==> config.mk <==
export PLATFORM = sky130hd
export DESIGN_NAME = scan_uart_arbiter
export DESIGN_NICKNAME = d
export VERILOG_FILES = /design/src/rtl/scan_uart_arbiter.sv
export SDC_FILE = /design/constraint.sdc
export NUM_CORES = 1
export LEC_CHECK = 0
export ABC_AREA = 1
export CAP_MARGIN = 40
export CORE_MARGIN = 2
export CORE_UTILIZATION = 31
export CTS_BUF_LIST = sky130_fd_sc_hd__clkbuf_4
export CTS_CLUSTER_DIAMETER = 50
export DETAILED_ROUTE_END_ITERATION = 10
export HOLD_SLACK_MARGIN = 0.15
export PLACE_DENSITY = 0.57
export SYNTH_ARGS = -nofsm -noshare
export SYNTH_HDL_FRONTEND = slang
export SYNTH_SLANG_ARGS = --single-unit
==> constraint.sdc <==
create_clock -name clock -period 2.95 [get_ports clock]
set_clock_uncertainty 0.15 [all_clocks]
set_input_delay 0.59 -clock clock [delete_from_list [all_inputs] [get_ports clock]]
set_output_delay 0.59 -clock clock [all_outputs]
set_load 0.01 [all_outputs]
==> src/rtl/scan_uart_arbiter.sv <==
// Shares one UART TX between NCH ADC channels and frames each scan with HEAD/TAIL bytes.
// Optional SCAN_CSUM_EN adds an XOR checksum byte after TAIL.
module scan_uart_arbiter #(
    parameter int          NCH       = 4,
    parameter logic [7:0]  HEAD_BYTE = 8'hAA,
    parameter logic [7:0]  TAIL_BYTE = 8'h55
) (
    input  logic              clock,
    input  logic              reset,
    input  logic [NCH*32-1:0] adc_data,
    input  logic [NCH-1:0]    adc_valid,
    input  logic              frame_start,
    input  logic              frame_end,
    input  logic              tx_empty,
    output logic              ld_tx_data,
    output logic [7:0]        tx_data,
    output logic              tx_enable,
    output logic [NCH-1:0]    overrun,
    output logic              busy
);
    localparam logic [2:0] IDLE      = 3'd0;
    localparam logic [2:0] LOAD      = 3'd1;
    localparam logic [2:0] WAIT_BUSY = 3'd2;
    localparam logic [2:0] WAIT_DONE = 3'd3;
`ifdef SCAN_CSUM_EN
    localparam logic [2:0] CSUM      = 3'd4;
    localparam logic [1:0] K_CSUM    = 2'd3;
`endif
    localparam logic [1:0] K_HEAD    = 2'd0;
    localparam logic [1:0] K_TAIL    = 2'd1;
    localparam logic [1:0] K_DATA    = 2'd2;

    logic [2:0]     state_q, state_d;
    logic [1:0]     kind_q, kind_d;
    logic [2:0]     idx_q, idx_d;
    logic [2:0]     chan_q, chan_d;
    logic [31:0]    shift_q, shift_d;
    logic [NCH-1:0] pend_q, pend_d;
    logic [NCH-1:0] overrun_q, overrun_d;
    logic           head_req_q, head_req_d;
    logic           tail_req_q, tail_req_d;
    logic [2:0]     rr_q, rr_d;
    logic           tx_enable_q, tx_enable_d;
    logic [31:0]    hold_q [NCH];
    logic [31:0]    hold_d [NCH];
`ifdef SCAN_CSUM_EN
    logic [7:0]     csum_q, csum_d;
`endif

    logic [NCH-1:0] grant;
    logic [7:0]     cur_byte;
    logic           found;
    int             gsel;
    int             cand;

    always_comb begin
        case (kind_q)
            K_HEAD:  cur_byte = HEAD_BYTE;
            K_TAIL:  cur_byte = TAIL_BYTE;
            K_DATA:  cur_byte = (idx_q == 3'd0) ? {5'b0, chan_q} : shift_q[31:24];
`ifdef SCAN_CSUM_EN
            K_CSUM:  cur_byte = csum_q;
`endif
            default: cur_byte = 8'h00;
        endcase
    end

`ifdef SCAN_CSUM_EN
    assign ld_tx_data = (state_q == LOAD) || (state_q == CSUM);
`else
    assign ld_tx_data = (state_q == LOAD);
`endif
    assign tx_data   = ld_tx_data ? cur_byte : 8'h00;
    assign tx_enable = tx_enable_q;
    assign overrun   = overrun_q;
    assign busy      = (state_q != IDLE) || head_req_q || tail_req_q || (|pend_q);

    // Round-robin search starting at rr_q, wrapping at NCH.
    always_comb begin
        found = 1'b0;
        gsel  = 0;
        cand  = 0;
        for (int k = 0; k < NCH; k++) begin
            cand = int'(rr_q) + k;
            if (cand >= NCH) cand = cand - NCH;
            if (!found && pend_q[cand]) begin
                found = 1'b1;
                gsel  = cand;
            end
        end
    end

    always_comb begin
        state_d     = state_q;
        kind_d      = kind_q;
        idx_d       = idx_q;
        chan_d      = chan_q;
        shift_d     = shift_q;
        overrun_d   = overrun_q;
        rr_d        = rr_q;
        head_req_d  = head_req_q | frame_start;
        tail_req_d  = tail_req_q | frame_end;
        tx_enable_d = 1'b1;
        grant       = '0;
        hold_d      = hold_q;
`ifdef SCAN_CSUM_EN
        csum_d      = csum_q;
`endif
        case (state_q)
            IDLE: begin
                if (tx_empty) begin
                    if (head_req_q) begin
                        head_req_d = frame_start;
                        kind_d     = K_HEAD;
                        state_d    = LOAD;
`ifdef SCAN_CSUM_EN
                        csum_d     = 8'h00;
`endif
                    end else if (found) begin
                        grant[gsel] = 1'b1;
                        kind_d      = K_DATA;
                        idx_d       = 3'd0;
                        chan_d      = 3'(gsel);
                        shift_d     = hold_q[gsel];
                        rr_d        = (gsel == NCH - 1) ? 3'd0 : 3'(gsel + 1);
                        state_d     = LOAD;
                    end else if (tail_req_q) begin
                        tail_req_d = frame_end;
                        kind_d     = K_TAIL;
                        state_d    = LOAD;
                    end
                end
            end
            LOAD: begin
`ifdef SCAN_CSUM_EN
                csum_d = csum_q ^ cur_byte;
`endif
                if (kind_q == K_DATA && idx_q != 3'd0) shift_d = {shift_q[23:0], 8'h00};
                state_d = WAIT_BUSY;
            end
`ifdef SCAN_CSUM_EN
            CSUM: state_d = WAIT_BUSY;
`endif
            WAIT_BUSY: begin
                if (!tx_empty) state_d = WAIT_DONE;
            end
            WAIT_DONE: begin
                if (tx_empty) begin
                    if (kind_q == K_DATA && idx_q != 3'd4) begin
                        idx_d   = idx_q + 3'd1;
                        state_d = LOAD;
`ifdef SCAN_CSUM_EN
                    end else if (kind_q == K_TAIL) begin
                        kind_d  = K_CSUM;
                        state_d = CSUM;
`endif
                    end else begin
                        state_d = IDLE;
                    end
                end
            end
            default: state_d = IDLE;
        endcase

        // A capture in the grant cycle keeps pend set; the grant already took the old word.
        pend_d = (pend_q & ~grant) | adc_valid;
        for (int i = 0; i < NCH; i++) begin
            if (adc_valid[i]) begin
                hold_d[i] = adc_data[32*i +: 32];
                if (pend_q[i] && !grant[i]) overrun_d[i] = 1'b1;
            end
        end
    end

    always_ff @(posedge clock) begin
        if (reset) begin
            state_q     <= IDLE;
            kind_q      <= K_HEAD;
            idx_q       <= 3'd0;
            chan_q      <= 3'd0;
            shift_q     <= 32'h0;
            pend_q      <= '0;
            overrun_q   <= '0;
            head_req_q  <= 1'b0;
            tail_req_q  <= 1'b0;
            rr_q        <= 3'd0;
            tx_enable_q <= 1'b0;
`ifdef SCAN_CSUM_EN
            csum_q      <= 8'h00;
`endif
        end else begin
            state_q     <= state_d;
            kind_q      <= kind_d;
            idx_q       <= idx_d;
            chan_q      <= chan_d;
            shift_q     <= shift_d;
            pend_q      <= pend_d;
            overrun_q   <= overrun_d;
            head_req_q  <= head_req_d;
            tail_req_q  <= tail_req_d;
            rr_q        <= rr_d;
            tx_enable_q <= tx_enable_d;
`ifdef SCAN_CSUM_EN
            csum_q      <= csum_d;
`endif
        end
    end

    always_ff @(posedge clock) begin
        hold_q <= hold_d;
    end
endmodule

==> results.json <==
{
  "number_of_global_route_vias_before_repair": 6592,
  "grt_use_total": 0.163,
  "ys_warn_count": 0,
  "worst_slew_margin_rel": 0.587,
  "ios": 152,
  "setup.worst_path.end_class": "output port",
  "cts_root_buf": "clkbuf_4",
  "finalSetupTns_ns": 0,
  "register_area_um2": 4970,
  "synthSimpleGateAreaFrac": 0.242,
  "numPlacedInstances": 1394,
  "fillers": 2706,
  "synth.top_cells.by_count": "nand2_1, inv_1, edfxtp_1",
  "synth_enable_flop_cells": 128,
  "die-area_um2": 28700,
  "rows": 60,
  "route.antenna.remaining_nets": 0,
  "postSynthRegisterBits": 184,
  "starting_density": 0.315,
  "synthMuxAreaShare": 0,
  "library_cell_occupying_the_most_area_in_the_post_synthesis_netlist": "edfxtp_1",
  "synth_area_um2": 8470,
  "cts_buffers": 17,
  "synth_compound_gate_area_share": 0.0610,
  "final_area_um2": 10700,
  "report.final.setup_viol": 0,
  "share_of_flip_flops_with_an_asynchronous_set_or_reset": 0,
  "drt-pass1-iter-count": 6,
  "number_of_vias_in_the_routed_layout": 6547,
  "cts-root-to-sink-buffers": 2,
  "critPathTopFamily": "flip-flops",
  "min_cycle_time_layout_ns": 2.76,
  "finalWeightedCongestion": 0.801,
  "synth.most_common_cell": "nand2_1",
  "synthesized_area_fraction_occupied_by_adder_cells": 0.0177,
  "critPathArrivalTime_ns": 2.02,
  "syn_avg_cell_area_um2": 9.19,
  "fmax_mhz": 363,
  "synth_top_family_by_area": "simple AND/OR/NAND/NOR gates",
  "area.growth.synth_to_final_pct": 26.7,
  "clk_pin_slew_worst_paths_ns": 0.15,
  "hold_ws_ns": 0.314,
  "core_area_um2": 26900,
  "finalHoldViolations": 0,
  "die_x_um": 169,
  "drv.max_cap_violation_count": 0,
  "end_of_the_critical_path": "tx_data[1]",
  "worstHoldPathType": "reg -> reg",
  "outcome": "finished, final reports clean",
  "port-buffer-count": 151,
  "critical_path.max_fanout": 7,
  "clock_sink_count": 184,
  "critical_path.slowest_cell": "dfxtp_2",
  "cts_tree": "done",
  "clk_latency_ns": 0.59,
  "synthTopCellsByArea": "edfxtp_1, dfxtp_1, nand2_1",
  "path_class": "reg -> out",
  "antenna_violations_before_repair": 2,
  "r2r_slack_ns": 0.32,
  "cpPeakStageDelay_ns": 0.36,
  "hpwl_after_dpl_um": 16900,
  "postCtsHoldBufs": 0,
  "globalRouteOverflowTotal": 0,
  "area_of_the_multi_input_gates_um2": 2780,
  "power.density_cell_area_nw_per_um2": 765,
  "worstSetupStartpoint": "idx_q[0]$_SDFFE_PP0P_",
  "yosys.area.top_type_share": 0.454,
  "grt_first_pass_wirelength_um": 35600,
  "critical-path-top-cell-by-count": "inv_1",
  "path_cells": "inv_1 > ha_2 > inv_1 > nor2_4 > nand2_1 > a311oi_2 > buf_2",
  "fin_cells": 1432,
  "dominantRegCellSynth": "edfxtp_1",
  "worst_hold_launch": "overrun[0]$_SDFFE_PP0P_",
  "synth_cell_types": 39,
  "area_of_placed_instances_um2": 10400,
  "period_share": 0.934,
  "floorplan.die.height_um": 169,
  "layout-drive-gt1-share": 0.107,
  "syn_inst": 922,
  "h-tree-depth": 4,
  "worst_pin_slew_ns": 0.619,
  "drcViolationCount": 0,
  "synthXorXnorAreaFrac": 0,
  "layout.nets": 1225,
  "irDropWorstVdd_mv": 0.244,
  "yosysSeqAreaShare": 0.586,
  "p_leak_nw": 4.57,
  "wl_per_cell_um": 16.2,
  "critPathLaunchType": "register",
  "timing.critical_path.buf_inv": 3,
  "synth_nets": 1071,
  "largest_net_degree_at_the_start_of_global_routing": 49,
  "final-max-slew-violation-count": 0,
  "reg2reg_depth": 15,
  "first_iter_violations": 474,
  "data_required_time_at_the_worst_endpoint_ns": 2.21,
  "crit-reg2reg-launch": "rr_q[1]$_SDFFE_PP0P_",
  "rsz0062_at_grt": "no",
  "viasPerCell": 4.57,
  "timing.rr.end": "shift_q[11]$_SDFFE_PP0P_",
  "routed_wirelength_um": 23200,
  "worst-path-stages": 7
}
worst min-delay path: cells and delay by family (launching register included):
family	cells	cell delay, ns
flops	1	0.34
buf+inv	1	0.05
compound gates	1	0.05
cell usage in the layout (no fill, tap or decap), types with 3 or more instances in the layout:
cell,synthesis,final
nand4_1,53,53
buf_2,12,3
edfxtp_1,128,128
nor2_4,2,4
or2_2,11,11
clkdlybuf4s50_1,0,140
o21ai_0,21,21
inv_6,0,3
nor2_2,3,3
a211oi_1,3,3
nand2_4,3,3
inv_2,5,6
ha_1,12,9
clkbuf_4,0,20
clkinv_4,0,3
nand2_2,8,8
inv_1,143,142
a21oi_1,63,63
dfxtp_2,0,3
dlygate4sd2_1,0,5
dfxtp_1,56,53
buf_4,9,26
nand2_1,228,228
nand3_1,96,96
clkinvlp_4,0,3
nor2_1,23,21
cell type report:
type                    count  share of cell area
repair buffers            180               0.163
well taps                 341              0.0397
diodes                      2            0.000466
clock buffers              20              0.0140
flip-flops and latches    184               0.463
inverters                 149              0.0523
multi-input cells         544               0.259
clock inverters            12             0.00897
cell families after synthesis:
kind of cell    after synthesis
flops                       184
fa+ha+maj                    12
simple gates                436
buf+inv                     195
compound gates               95
state kept, by name, summed over array words and instances (netlist names), 2 cells and up:
signal,count
state_q,2
hold_q,128
pend_q,4
overrun,4
kind_q,2
shift_q,32
idx_q,3
chan_q,3
rr_q,3
power breakdown:
part / switching, W / internal, W / total (W)
registers: 0.000148 / 0.00309 / 0.00324
clock network: 0.000919 / 0.000376 / 0.00129
logic: 0.00238 / 0.00130 / 0.00369
timing repair:
action | 4_1_cts | 5_1_grt
pin swaps | 1 | 5
cloned | 0 | 1
setup buffers | 1 | 2
gates resized for setup | 20 | 10
endpoints found under the setup margin | 9 | 21
routing by layer:
metal | wire length [um] | track usage | share of wire
met1 | 9810 | 0.197 | 0.42
met2 | 11300 | 0.280 | 0.49
met3 | 1410 | 0.0464 | 0.061
met4 | 582 | 0.0550 | 0.025
met5 | 16 | 0 | 0.00069
worst min-delay path by stage:
stage          slack, ns  depth (start not counted)                       to
6_report            0.31                          2  overrun[0]$_SDFFE_PP0P_
4_1_cts             0.30                          1     hold_q[35]$_DFFE_PP_
3_3_place_gp        0.29                          2  overrun[2]$_SDFFE_PP0P_
3_5_place_dp        0.30                          2  overrun[3]$_SDFFE_PP0P_
5_1_grt             0.28                          1     hold_q[35]$_DFFE_PP_
2_1_floorplan       0.29                          2  shift_q[0]$_SDFFE_PP0P_
stage by stage:
stage	power (W)	utilization	worst slack [ns]
floorplan	0.00568	-	0.234
global placement	0.00691	0.386	0.0727
detailed placement	0.00693	0.387	0.0670
CTS	0.00829	0.398	0.000757
global route	0.00884	0.400	0.0122
finish	0.00822	0.400	0.194
(Power assumes the default switching activity.)
